### src/rtl/hex_fetch_decode.sv
// hex fetch/prefix-decode stage: fetches words, walks bytes, folds PFIX/NFIX
// into a 32-bit operand and hands completed instructions to execute.
module hex_fetch_decode #(
    parameter logic [17:0] RESET_PC = 18'd0
) (
    input  logic        clk,
    input  logic        rst,
    output logic        mem_req_valid,
    output logic [15:0] mem_req_addr,
    input  logic        mem_rsp_valid,
    input  logic [31:0] mem_rsp_data,
    input  logic        redirect_valid,
    input  logic [17:0] redirect_pc,
    output logic        dec_valid,
    input  logic        dec_ready,
    output logic [3:0]  dec_opc,
    output logic [31:0] dec_opd,
    output logic [17:0] dec_pc,
    output logic [17:0] dec_next_pc,
    output logic        dec_illegal
);

    localparam logic [3:0] OPC_PFIX = 4'hD;
    localparam logic [3:0] OPC_NFIX = 4'hE;
    localparam logic [3:0] OPC_ILL  = 4'hF;

    typedef enum logic [1:0] {
        S_FETCH,
        S_WAIT,
        S_DECODE,
        S_HOLD
    } state_t;

    state_t      state_q;
    logic [17:0] pc_q;
    logic [31:0] oreg_q;
    logic [31:0] buf_q;
    logic        drop_q;
    logic        req_q;
    logic [15:0] addr_q;
    logic        dvalid_q;
    logic [3:0]  dopc_q;
    logic [31:0] dopd_q;
    logic [17:0] dpc_q;
    logic [17:0] dnpc_q;
    logic        dill_q;

    logic [7:0]  byte_d;
    logic [3:0]  opc_d;
    logic [31:0] opd_d;
    logic [17:0] pc_inc_d;
    logic        is_pfx_d;
    logic        busy_d;

    assign byte_d   = buf_q[{pc_q[1:0], 3'b000} +: 8];
    assign opc_d    = byte_d[7:4];
    assign opd_d    = oreg_q | {28'd0, byte_d[3:0]};
    assign pc_inc_d = pc_q + 18'd1;
    assign is_pfx_d = (opc_d == OPC_PFIX) || (opc_d == OPC_NFIX);

    // A read is still in flight after this edge unless its data lands now.
    assign busy_d = ((state_q == S_WAIT) || (state_q == S_FETCH && drop_q))
                    && !mem_rsp_valid;

    always_ff @(posedge clk) begin
        if (rst) begin
            state_q  <= S_FETCH;
            pc_q     <= RESET_PC;
            oreg_q   <= '0;
            buf_q    <= '0;
            drop_q   <= busy_d;
            req_q    <= 1'b0;
            addr_q   <= '0;
            dvalid_q <= 1'b0;
            dopc_q   <= '0;
            dopd_q   <= '0;
            dpc_q    <= '0;
            dnpc_q   <= '0;
            dill_q   <= 1'b0;
        end else if (redirect_valid) begin
            pc_q     <= redirect_pc;
            oreg_q   <= '0;
            dvalid_q <= 1'b0;
            if (busy_d) begin
                drop_q  <= 1'b1;
                req_q   <= 1'b0;
                state_q <= S_FETCH;
            end else begin
                // Nothing in flight: the new fetch leaves on the next cycle.
                drop_q  <= 1'b0;
                req_q   <= 1'b1;
                addr_q  <= redirect_pc[17:2];
                state_q <= S_WAIT;
            end
        end else begin
            req_q <= 1'b0;
            unique case (state_q)
                S_FETCH: begin
                    if (!drop_q || mem_rsp_valid) begin
                        drop_q  <= 1'b0;
                        req_q   <= 1'b1;
                        addr_q  <= pc_q[17:2];
                        state_q <= S_WAIT;
                    end
                end
                S_WAIT: begin
                    if (mem_rsp_valid) begin
                        buf_q   <= mem_rsp_data;
                        state_q <= S_DECODE;
                    end
                end
                S_DECODE: begin
                    pc_q <= pc_inc_d;
                    if (is_pfx_d) begin
                        if (opc_d == OPC_NFIX) begin
                            oreg_q <= 32'hFFFF_FF00 | (opd_d << 4);
                        end else begin
                            oreg_q <= opd_d << 4;
                        end
                        if (pc_q[1:0] == 2'd3) begin
                            state_q <= S_FETCH;
                        end
                    end else begin
                        dvalid_q <= 1'b1;
                        dopc_q   <= opc_d;
                        dopd_q   <= opd_d;
                        dpc_q    <= pc_q;
                        dnpc_q   <= pc_inc_d;
                        dill_q   <= (opc_d == OPC_ILL);
                        oreg_q   <= '0;
                        state_q  <= S_HOLD;
                    end
                end
                S_HOLD: begin
                    if (dec_ready) begin
                        dvalid_q <= 1'b0;
                        if (pc_q[1:0] == 2'd0) begin
                            state_q <= S_FETCH;
                        end else begin
                            state_q <= S_DECODE;
                        end
                    end
                end
                default: state_q <= S_FETCH;
            endcase
        end
    end

    assign mem_req_valid = req_q;
    assign mem_req_addr  = addr_q;
    assign dec_valid     = dvalid_q;
    assign dec_opc       = dopc_q;
    assign dec_opd       = dopd_q;
    assign dec_pc        = dpc_q;
    assign dec_next_pc   = dnpc_q;
    assign dec_illegal   = dill_q;

endmodule

### config.mk
export PLATFORM = sky130hd
export DESIGN_NAME = hex_fetch_decode
export DESIGN_NICKNAME = d
export VERILOG_FILES = /design/src/rtl/hex_fetch_decode.sv
export SDC_FILE = /design/constraint.sdc
export NUM_CORES = 1
export LEC_CHECK = 0
export BUFFER_PORTS_ARGS = -buffer_cell sky130_fd_sc_hd__buf_2
export CAP_MARGIN = 25
export CORE_ASPECT_RATIO = 1.2
export CORE_MARGIN = 2
export CORE_UTILIZATION = 55
export DETAILED_ROUTE_END_ITERATION = 10
export MAX_ROUTING_LAYER = met4
export PLACE_DENSITY = 0.83
export SETUP_SLACK_MARGIN = 0.3
export SLEW_MARGIN = 20
export SYNTH_ARGS = -nofsm -noshare
export SYNTH_HDL_FRONTEND = slang
export SYNTH_SLANG_ARGS = --single-unit
### constraint.sdc
create_clock -name clk -period 2.5 [get_ports clk]
set_clock_uncertainty 0.15 [all_clocks]
set_input_delay 0.5 -clock clk [delete_from_list [all_inputs] [get_ports clk]]
set_output_delay 0.5 -clock clk [all_outputs]
set_load 0.005 [all_outputs]
# Yosys cells after proc, flatten, opt, wreduce, memory -nomap -nowiden
# Index checks and enable logic that the tools add are counted.
[word_totals]
reg_bits = 176
input_bits = 55
word_cells = 83
[op_classes]
add_sub_neg = 1
n_eq_ne = 14
shift = 1
mux = 29
bitwise_logic = 3
reduce_logical = 22
[op_table]
columns = ["operator", "n"]
rows = [
  ["2-to-1 mux 16 bit", 4],
  ["2-to-1 mux 32 bit", 2],
  ["2-to-1 mux 18 bit", 2],
  ["bitwise OR 32 x 4 -> 32 bit", 1],
  ["variable part select 32 x 6 -> 8 bit", 1],
  ["adder 18 x 1 -> 18 bit (second input constant)", 1],
  ["2-to-1 mux 2 bit", 7],
  ["equality test 4 bit (second input constant)", 3],
  ["2-to-1 mux 1 bit", 12],
  ["AND reduction 3 bit", 4],
  ["one-hot mux 2 bit (4 select lines)", 1],
  ["nonzero test 2 bit", 4],
  ["equality test 2 bit (second input constant)", 3],
  ["inequality test 2 bit (second input constant)", 3],
  ["inequality test 3 bit (second input constant)", 2],
  ["nonzero test 3 bit", 2],
  ["logical NOT 2 bit", 2],
  ["inequality test 4 bit (second input constant)", 1],
  ["AND reduction 4 bit", 1],
  ["logical OR 1 bit", 3],
  ["inequality test 3 x 2 -> 1 bit (second input constant)", 1],
  ["equality test 2 x 1 -> 1 bit (second input constant)", 1],
  ["logical AND 1 bit", 2],
  ["logical NOT 1 bit", 2],
  ["4 further kinds", 5],
]

# Depth between registers and ports, before layout
# Gate-level depths: netlist of the first run.
[logic_depth]
depth_word = 7
mapped_depth = 9
mapped_depth_nobuf = 6

# Least setup slack after synthesis of the first run
# OpenSTA, ideal clock, no wires.
[synth_path]
kind = "register to register"
from = "register pc_q[0]"
to = "register dnpc_q[10], in the netlist dec_next_pc[10]"
setup_ps = 146
arrival_ps = 1829
required_ps = 2204
setup_slack_ps = 375
stages_incl_launch_ff = 8
path_buffers = 3
period_less_slack_ps = 2125
cell_sequence = "dfxtp_1 -> mux4_2 -> xnor2_2 -> o21a_1 -> buf_2 -> buf_6 -> buf_6 -> a211oi_2"
[synth_between]
elab_chain_cells = 5
[synth_rtl]
columns = ["element", "line_no", "source"]
rows = [
  ["from (decl)", "35", "logic [17:0] pc_q;"],
  ["from (signal assigned)", "81", "pc_q <= redirect_pc;"],
  ["from (signal assigned)", "113", "pc_q <= pc_inc_d;"],
  ["variable part select 32 x 6 -> 8 bit", "55", "assign byte_d = buf_q[{pc_q[1:0], 3'b000} +: 8];"],
  ["equality test 4 bit", "59", "assign is_pfx_d = (opc_d == OPC_PFIX) || (opc_d == OPC_NFIX);"],
  ["logical OR 1 bit", "59", ""],
  ["inverter 1 bit (no line)", "n/a", ""],
  ["AND reduction 3 bit (no line)", "n/a", ""],
  ["to (signal assigned)", "128", "dnpc_q <= pc_inc_d;"],
  ["to (decl)", "45", "logic [17:0] dnpc_q;"],
]
# Parallel ways exist; a longest one is shown, timed or not.
# A chain may end at the register's enable or synchronous reset.

# Worst setup path after layout of the first run
[layout_path]
from = "register pc_q[0]"
to = "register dopd_q[10], in the netlist dec_opd[10]"
[layout_between]
elab_chain_cells = 5
[layout_rtl]
columns = ["element", "line_no", "source"]
rows = [
  ["variable part select 32 x 6 -> 8 bit (*)", "55", ""],
  ["equality test 4 bit", "59", ""],
  ["logical OR 1 bit (*)", "59", ""],
  ["inverter 1 bit (no line) (*)", "n/a", ""],
  ["AND reduction 3 bit (no line) (*)", "n/a", ""],
  ["to (signal assigned)", "126", "dopd_q <= opd_d;"],
  ["to (decl)", "43", "logic [31:0] dopd_q;"],
]
# Mark *: on every way between the ends. The rest lies on a longest branch, timed or not.

==> flow_summary.yaml, run 1 <==
outcome:
  status: "complete, no violations"
sta:
  timing_hold_violations_final: 0
  rsz0062_at_grt: "true"
  whs_ns: 0.148
  slew_headroom: 0.520
  setup_viol: 0
  drv_slew: 0
  tightestPinTransition_ns: 0.720
  fmax_mhz: 427
  post-route-period-util: 0.937
  setup_ws_ns: 0.158
  period_minus_slack_ns: 2.34
power:
  p_per_area_mw_per_mm2: 650
  p_int_uw: 4540
  power_frac_comb: 0.102
  vdd_drop_max_v: 0.000532
  pwr-share-clk: 0.427
  p_switching_uw: 1640
  power_frac_seq: 0.471
  swShare: 0.265
  p_leak_uw: 0.00386
drt:
  ant_nets: 0
  dr.pass1.iters: 8
  wire_per_inst_um: 19.5
  via_per_inst: 5.97
  drt_drc_violations_left: 0
  wl_mm: 23.1
  drtIter0Drc: 888
  vias: 7070
setup_path:
  worst-path-buf-inv: 3
  cp_common_cell: "buf_6"
  r2r_setup_slack_ns: 0.16
  critPathCaptureType: "flop"
  worstPathRequired_ns: 2.70
  slowest_stage: "mux4_2"
  arrival_ns: 2.54
  r2r-start: "pc_q[0]"
  worstSetupStartpointType: "flop"
  max_stage_delay_ns: 0.59
  crit_fanout: 9
  crit_chain: "mux4_2 > xnor2_4 > buf_6 > o21ai_4 > buf_6 > buf_6 > nand2_1 > a21oi_1"
  rr_worst_depth: 8
  path_class: "reg2reg"
  critical_path.top_delay_family: "multiplexers"
  reg2reg_to: "dec_opd[10]"
clocking:
  cts_tree: "yes"
  clockBufferDepth: 2
  cts_sinks: 172
  h-tree-depth: 4
  cts.clk_slew.worst_paths_ns: 0.07
  cts_buffers: 17
  clk_latency_ns: 0.43
  cts_root_buffer: "clkbuf_16"
die:
  die_w_um: 108
  num_rows: 45
  core_mm2: 0.0126
  start_util: 0.563
  die-area_mm2: 0.0138
  io_pins: 146
  die_y_um: 128
synth:
  synth_seq_cells: 172
  synthMuxAreaShare: 0.0423
  synth_common_cells: "234 x nand2_1, 171 x dfxtp_1, 125 x a21oi_1"
  netlist_area_mm2: 0.00710
  syn_inst: 853
  async_flop_share: 0
  synth_top_family_by_area: "simple AND/OR/NAND/NOR gates"
  synthAdderAreaFrac: 0.00353
  synth-compound-area-share: 0.174
  yosys-top-cells-area: "dfxtp_1 48%, nand2_1 12%, a21oi_1 8.8%, nor2_1 3.0%, a211oi_2 2.8%"
  yosysMostFrequentCell: "nand2_1"
  synth_top_area_frac: 0.482
  ys_seq_area_frac: 0.487
  synth_edf_count: 1
  ys.warnings.count: 0
  synth_xor_area_frac: 0.0430
  synth.lib_cells_used.distinct: 46
  ys.flop_type: "dfxtp_1"
  yosys.area.top_type: "dfxtp_1"
  yosys.area_share.simple: 0.198
  synth_nets: 910
  avgSynthCellArea_um2: 8.32
worst_hold_path:
  holdPathEnd: "buf_q[16]"
  hp-class: "in2reg"
  hold_depth: 3
  worstHoldStart: "mem_rsp_data[16]"
final_layout:
  final_util: 0.753
  drive_gt1_frac: 0.330
  area_growth_pct: 33.9
  fin_area_mm2: 0.00950
  n_fill_cell: 819
  layout.nets: 1062
grt:
  grt_pass1_vias: 6120
  grt_max_degree: 134
  overflow: 0
  grt_pass1_wl_mm: 30.7
  antenna_found_initial: 2
  track_usage: 0.289
placement:
  place_area_mm2: 0.00798
  place_congestion: 0.885
  io_buffer_count: 145
  pre_cts_slack_ns: 0.0988
  dp_hpwl_mm: 11.6
flow_run:
  maxCapViolations: 0
layout make-up:
class,count,area (um^2),area share
multi-input cells,601,3640,0.383
well taps,164,205,0.0216
inverters,6,22.5,0.00237
flip-flops and latches,172,3460,0.364
diodes,2,5.00,0.000527
clock inverters,13,144,0.0151
repair buffers,207,1580,0.166
clock buffers,19,443,0.0466
power groups by stage:
stage	Sequential (uW)	Clock, uW	Combinational (uW)
2_1_floorplan	2940	0	338
3_3_place_gp	2960	0	500
3_5_place_dp	2960	0	511
4_1_cts	2900	2620	562
5_1_grt	2920	2760	669
6_report	2910	2640	629
through the flow:
stage | TNS (ns) | total power [uW] | cells
6_report | 0 | 6180 | 1184
5_1_grt | 0 | 6350 | 1184
4_1_cts | 0 | 6090 | 1162
3_5_place_dp | 0 | 3470 | 1115
3_3_place_gp | -2.65 | 3460 | 1114
2_1_floorplan | 0 | 3280 | 853
tightest hold or removal path: stages:
cell,delay [ns]
buf_2,0.09
nand2_1,0.05
a21oi_1,0.05
worst max-delay path by stage:
stage                     startpoint  slack (ns)         endpoint  cells after the start
after global routing      state_q[1]        0.09        dec_pc[6]                      7
after detailed placement     pc_q[0]         0.1       oreg_q[17]                      6
after CTS                    pc_q[0]        0.23       oreg_q[22]                      7
final                        pc_q[0]        0.16      dec_opd[10]                      8
after floorplan              pc_q[0]        0.37  dec_next_pc[10]                      7
after global placement       pc_q[0]       -0.12       oreg_q[29]                      5
metal layers:
layer	vias up	global-route usage	wire length (um)	part of all wire
met5	-	-	0	0
met2	483	0.452	11100	0.48
met1	3294	0.369	8840	0.38
met3	105	0.0578	2080	0.090
met4	0	0.112	1080	0.047
li1	3188	-	-	-
flip-flops by register name (all words and copies together), names as in the netlist, 2 cells and up:
name          flops
pc_q             18
state_q           2
dec_pc           18
buf_q            32
oreg_q           28
mem_req_addr     16
dec_opd          32
dec_opc           4
dec_next_pc      18
timing repair:
action / CTS / global route
cloned: 8 / 11
resized for setup: 46 / 78
pin swaps: 9 / 41
setup endpoints to repair: 102 / 103
hold buffers: 0 / 0
buffers inserted: 7 / 9
cell families after synthesis:
group,count (synthesis)
compound gates,205
xor+xnor,34
fa+ha+maj,2
buf+inv,81
flops,172
mux,20
simple gates,339
cells in the final DEF, fill, tap and decap left out, drive strengths merged, types with 2 or more instances in the layout:
cell      synthesis  final
nand2           235    235
buf              27    200
dfxtp           171    171
a21oi           125    125
nor2             57     57
o21ai            33     33
a211oi           31     31
clkbuf           48     26
xor2             18     18
xnor2            16     16
inv               6     15
nand3            13     13
mux2i            12     12
mux4              8      8
a311oi            8      8
nand4             6      6
nor2b             5      5
and2              4      4
and4              4      4
nor3              4      4
clkinvlp          0      3
diode             0      2
or3               2      2
and3              2      2
nor3b             1      2
a31oi             2      2
ha                2      2
o21a              2      2
No activity file was read; power rests on OpenSTA's default activity.
==> run 2: changes to the inputs <==
--- a/config.mk
+++ b/config.mk
@@ -6,13 +6,15 @@
 export NUM_CORES = 1
 export LEC_CHECK = 0
 export BUFFER_PORTS_ARGS = -buffer_cell sky130_fd_sc_hd__buf_2
-export CAP_MARGIN = 25
+export CAP_MARGIN = 5
 export CORE_ASPECT_RATIO = 1.2
 export CORE_MARGIN = 2
 export CORE_UTILIZATION = 55
 export DETAILED_ROUTE_END_ITERATION = 10
+export GPL_ROUTABILITY_DRIVEN = 0
 export MAX_ROUTING_LAYER = met4
 export PLACE_DENSITY = 0.83
+export REMOVE_ABC_BUFFERS = 1
 export SETUP_SLACK_MARGIN = 0.3
 export SLEW_MARGIN = 20
 export SYNTH_ARGS = -nofsm -noshare
==> run 2 against run 1 <==
Final area fell by 4.9%; clock power fell by 4%; global-route usage fell by 1.1 points; flip-flop and latch count did not move; total power fell by 2.5%; count of clock-buffer cells in the layout fell by 1; fmax rose by 3.3%; via count fell by 6.4%; hold slack barely moved; critical path type unchanged; critical endpoint is now dec_pc[2].
==> flow_summary.yaml, run 2 (synthesized netlist as in run 1, its figures left out) <==
final_layout:
  layout_commonest_cell: "nand2_1"
  area_growth_pct: 27.4
  fin_cells: 1166
  antenna_cells: 0
  n_fill_cell: 924
  drive_gt1_frac: 0.275
  most-common-layout-cells: "229 x nand2_1, 168 x dfxtp_1, 144 x buf_2, 118 x a21oi_1, 57 x nor2_1"
  layout.nets: 1046
die:
  die_w_um: 108
  die-area_mm2: 0.0138
  core_mm2: 0.0126
  num_rows: 45
  io_pins: 146
  start_util: 0.563
  die_y_um: 128
clocking:
  cts_buffers: 17
  clockBufferDepth: 2
  cts.clk_slew.worst_paths_ns: 0.07
  cts_sinks: 172
  h-tree-depth: 4
  clk_latency_ns: 0.43
  cts_tree: "yes"
  cts_root_buffer: "clkbuf_16"
sta:
  timing_hold_violations_final: 0
  fmax_mhz: 441
  whs_ns: 0.149
  setup_viol: 0
  slew_headroom: 0.639
  rsz0062_at_grt: "true"
  tns_ns: 0
  period_minus_slack_ns: 2.27
  post-route-period-util: 0.907
  drv_slew: 0
  tightestPinTransition_ns: 0.542
power:
  power_frac_seq: 0.483
  pwr-share-clk: 0.421
  swShare: 0.259
  p_switching_uw: 1560
  power_frac_comb: 0.096
  p_leak_uw: 0.00358
  vdd_drop_max_v: 0.000420
  p_int_uw: 4460
  p_per_area_mw_per_mm2: 667
setup_path:
  critical_path.top_delay_family: "multiplexers"
  worstSetupStartpointType: "flop"
  max_stage_delay_ns: 0.59
  crit_chain: "buf_4 > mux4_2 > nand2_8 > o21a_4 > buf_12 > buf_16 > nand2_1 > a21oi_2"
  crit_fanout: 8
  arrival_ns: 2.48
  worstPathRequired_ns: 2.72
  path_class: "reg2reg"
  slowest_stage: "mux4_2"
  critPathCaptureType: "flop"
  worst-path-buf-inv: 3
drt:
  ant_nets: 0
  wire_per_inst_um: 17.2
  wl_mm: 20.1
  vias: 6620
  drt_drc_violations_left: 0
  drtIter0Drc: 445
  dr.pass1.iters: 5
  via_per_inst: 5.68
flow_run:
  maxCapViolations: 0
grt:
  track_usage: 0.278
  overflow: 0
  grt_pass1_wl_mm: 29.5
  grt_pass1_vias: 6253
  grt_max_degree: 68
  antenna_found_initial: 0
outcome:
  status: "complete, no violations"
worst_hold_path:
  hp-class: "in2reg"
placement:
  dp_hpwl_mm: 11.1
  io_buffer_count: 145
  dp_cells: 1112
==> run 2: tightest hold or removal path, stage by stage <==
cell	delay [ns]
buf_2	0.09
nand2_1	0.04
a21oi_1	0.05
==> run 2: metal layers <==
layer	track usage	share of wire	routed length (um)
met1	0.326	0.40	8020
met2	0.452	0.50	10100
met3	0.0572	0.060	1210
met4	0.140	0.038	755
met5	-	0	0
==> run 2: metrics by stage <==
stage	area, um^2	setup slack (ns)	utilization	total power (uW)
6_report	9040	0.232	0.717	6020
5_1_grt	9040	0.154	0.717	6200
4_1_cts	8700	0.262	0.689	5980
3_5_place_dp	7940	-0.175	0.629	3460
3_3_place_gp	7940	-0.0945	0.629	3450
2_1_floorplan	6750	-1.53	-	3210
==> run 2: worst paths after layout <==
path,endpoint,slack [ns],startpoint,cells past startpoint
worst max register to register,dec_pc[2],0.23,pc_q[0],8
worst max-delay path,dec_pc[2],0.23,pc_q[0],8
worst min register to register,dec_opd[18],0.30,dec_opd[18],2
worst min-delay path,buf_q[18],0.15,mem_rsp_data[18],3
==> run 2: layout make-up <==
cell class                      count  area, um^2  share of cell area
Clock inverter                     14         129              0.0143
Sequential cell                   172        3460               0.383
Tap cell                          164         205              0.0227
Timing Repair Buffer              190        1330               0.148
Inverter                            6        22.5             0.00249
Multi-Input combinational cell    602        3460               0.383
Clock buffer                       18         429              0.0475
==> run 2: repair_timing <==
action	4_1_cts	5_1_grt
pin swaps	6	12
hold buffers	0	0
resized for setup	13	35
setup endpoints to repair	98	103
setup buffers	7	5
gates cloned	4	6
==> run 2: power groups by stage <==
| stage | clock (uW) | sequential [uW] | combinational [uW] |
|---|---|---|---|
| after floorplan | 0 | 2960 | 250 |
| after global placement | 0 | 2960 | 488 |
| after detailed placement | 0 | 2970 | 498 |
| after CTS | 2540 | 2910 | 527 |
| after global routing | 2660 | 2920 | 627 |
| final | 2540 | 2910 | 576 |
==> run 3: changes to the inputs <==
--- a/config.mk
+++ b/config.mk
@@ -7,13 +7,16 @@
 export LEC_CHECK = 0
 export BUFFER_PORTS_ARGS = -buffer_cell sky130_fd_sc_hd__buf_2
 export CAP_MARGIN = 5
+export CELL_PAD_IN_SITES_DETAIL_PLACEMENT = 0
+export CELL_PAD_IN_SITES_GLOBAL_PLACEMENT = 1
 export CORE_ASPECT_RATIO = 1.2
 export CORE_MARGIN = 2
-export CORE_UTILIZATION = 55
+export CORE_UTILIZATION = 40
+export CTS_CLUSTER_DIAMETER = 60
 export DETAILED_ROUTE_END_ITERATION = 10
 export GPL_ROUTABILITY_DRIVEN = 0
 export MAX_ROUTING_LAYER = met4
-export PLACE_DENSITY = 0.83
+export PLACE_DENSITY = 0.82
 export REMOVE_ABC_BUFFERS = 1
 export SETUP_SLACK_MARGIN = 0.3
 export SLEW_MARGIN = 20
==> run 3 against run 2 <==
Utilization fell by 20 points; fmax rose by 4.3%; final area rose by 0.17%; routed wire length fell by 6.4%; clock power rose by 11%; count of clock-buffer cells in the layout did not move; flip-flop and latch count did not move; die area rose by 36%; sequential power barely moved.
==> flow_summary.yaml, run 3 (synthesized netlist as in run 1, its figures left out) <==
die:
  io_pins: 146
  die_y_um: 150
  die_w_um: 126
  num_rows: 53
  core_mm2: 0.0174
  start_util: 0.407
  die-area_mm2: 0.0188
clocking:
  h-tree-depth: 4
  cts_root_buffer: "clkbuf_16"
  cts_sinks: 172
  cts_buffers: 17
  cts.clk_slew.worst_paths_ns: 0.07
  clockBufferDepth: 2
  clk_latency_ns: 0.42
  cts_tree: "yes"
  hold_buffers: 0
drt:
  vias: 6178
  dr.pass1.iters: 4
  wl_mm: 18.8
  wire_per_inst_um: 15.4
  via_per_inst: 5.08
  drtIter0Drc: 424
  ant_nets: 0
  drt_drc_violations_left: 0
final_layout:
  fin_cells: 1216
  n_fill_cell: 1664
  layout.nets: 1039
  area_growth_pct: 27.6
  final_util: 0.519
  layout_commonest_cell: "nand2_1"
  drive_gt1_frac: 0.284
  most-common-layout-cells: "226 x nand2_1, 169 x dfxtp_1, 144 x buf_2, 115 x a21oi_1, 47 x nor2_1"
power:
  p_per_area_mw_per_mm2: 692
  vdd_drop_max_v: 0.000439
  p_leak_uw: 0.00355
setup_path:
  worstSetupStartpointType: "flop"
  crit_chain: "mux4_2 > xnor2_4 > o21a_4 > buf_12 > clkbuf_16 > nor2_2 > a211oi_2"
  arrival_ns: 2.37
  path_class: "reg2reg"
  worstPathRequired_ns: 2.69
  max_stage_delay_ns: 0.58
  slowest_stage: "mux4_2"
  critPathCaptureType: "flop"
  crit_fanout: 7
sta:
  rsz0062_at_grt: "true"
  tns_ns: 0
  whs_ns: 0.156
  timing_hold_violations_final: 0
  setup_viol: 0
  fmax_mhz: 460
  slew_headroom: 0.566
  period_minus_slack_ns: 2.17
  post-route-period-util: 0.870
  drv_slew: 0
  tightestPinTransition_ns: 0.652
grt:
  grt_pass1_wl_mm: 28.3
  grt_max_degree: 91
  grt_pass1_vias: 5639
  overflow: 0
  track_usage: 0.192
  antenna_found_initial: 1
placement:
  io_buffer_count: 145
  dp_hpwl_mm: 11.8
  dp_cells: 1169
worst_hold_path:
  hp-class: "in2reg"
flow_run:
  maxCapViolations: 0
outcome:
  status: "complete, no violations"
-- run 3: cell type report --
cell class / count / area, um^2 / area share
Antenna cell: 1 / 2.50 / 0.000276
Clock buffer: 18 / 429 / 0.0474
Clock inverter: 14 / 194 / 0.0214
Inverter: 6 / 22.5 / 0.00249
Multi-Input combinational cell: 600 / 3450 / 0.381
Sequential cell: 172 / 3460 / 0.382
Tap cell: 220 / 275 / 0.0304
Timing Repair Buffer: 185 / 1220 / 0.135
-- run 3: metal layers --
| layer | up-vias | share of wire | GRT usage | wire (um) |
|---|---|---|---|---|
| met5 | - | 0 | - | 0 |
| li1 | 3132 | - | - | - |
| met3 | 17 | 0.044 | 0.0443 | 832 |
| met4 | 0 | 0.011 | 0.0500 | 206 |
| met1 | 2896 | 0.45 | 0.239 | 8380 |
| met2 | 133 | 0.50 | 0.315 | 9360 |
-- run 3: path summary, 6_finish.rpt --
path | endpoint | depth (start not counted) | slack (ns) | from
max reg2reg | dec_next_pc[11] | 7 | 0.33 | pc_q[0]
min | buf_q[20] | 3 | 0.16 | mem_rsp_data[20]
min reg2reg | dec_opd[14] | 2 | 0.30 | dec_opd[14]
max | dec_next_pc[11] | 7 | 0.33 | pc_q[0]
-- run 3: where the power goes --
group	internal (uW)	switching, uW	total [uW]
sequential	2830	79.1	2910
clock	1680	1130	2810
combinational	233	310	543
-- run 3: metrics by stage --
stage	cell area, um^2	setup slack, ns	power (uW)
5_1_grt	9050	0.247	6490
2_1_floorplan	6750	-1.53	3210
4_1_cts	8700	0.303	6280
3_5_place_dp	8010	0.192	3470
6_report	9050	0.326	6260
3_3_place_gp	8010	0.267	3470
-- run 3: repair_timing --
item,CTS,global route
setup buffers,2,4
cloned,1,7
endpoints found under the setup margin,75,95
resized for setup,6,46
pin swaps,2,24
-- run 3: critical path: cells and delay by family, from the launching register on --
kind	cells	cell delay [ns]
AND/OR/NAND/NOR	1	0.04
flip-flops	1	0.38
buffers and inverters	2	0.33
multiplexers	1	0.58
XOR/XNOR	1	0.28
AO/OA/AOI/OAI	2	0.33
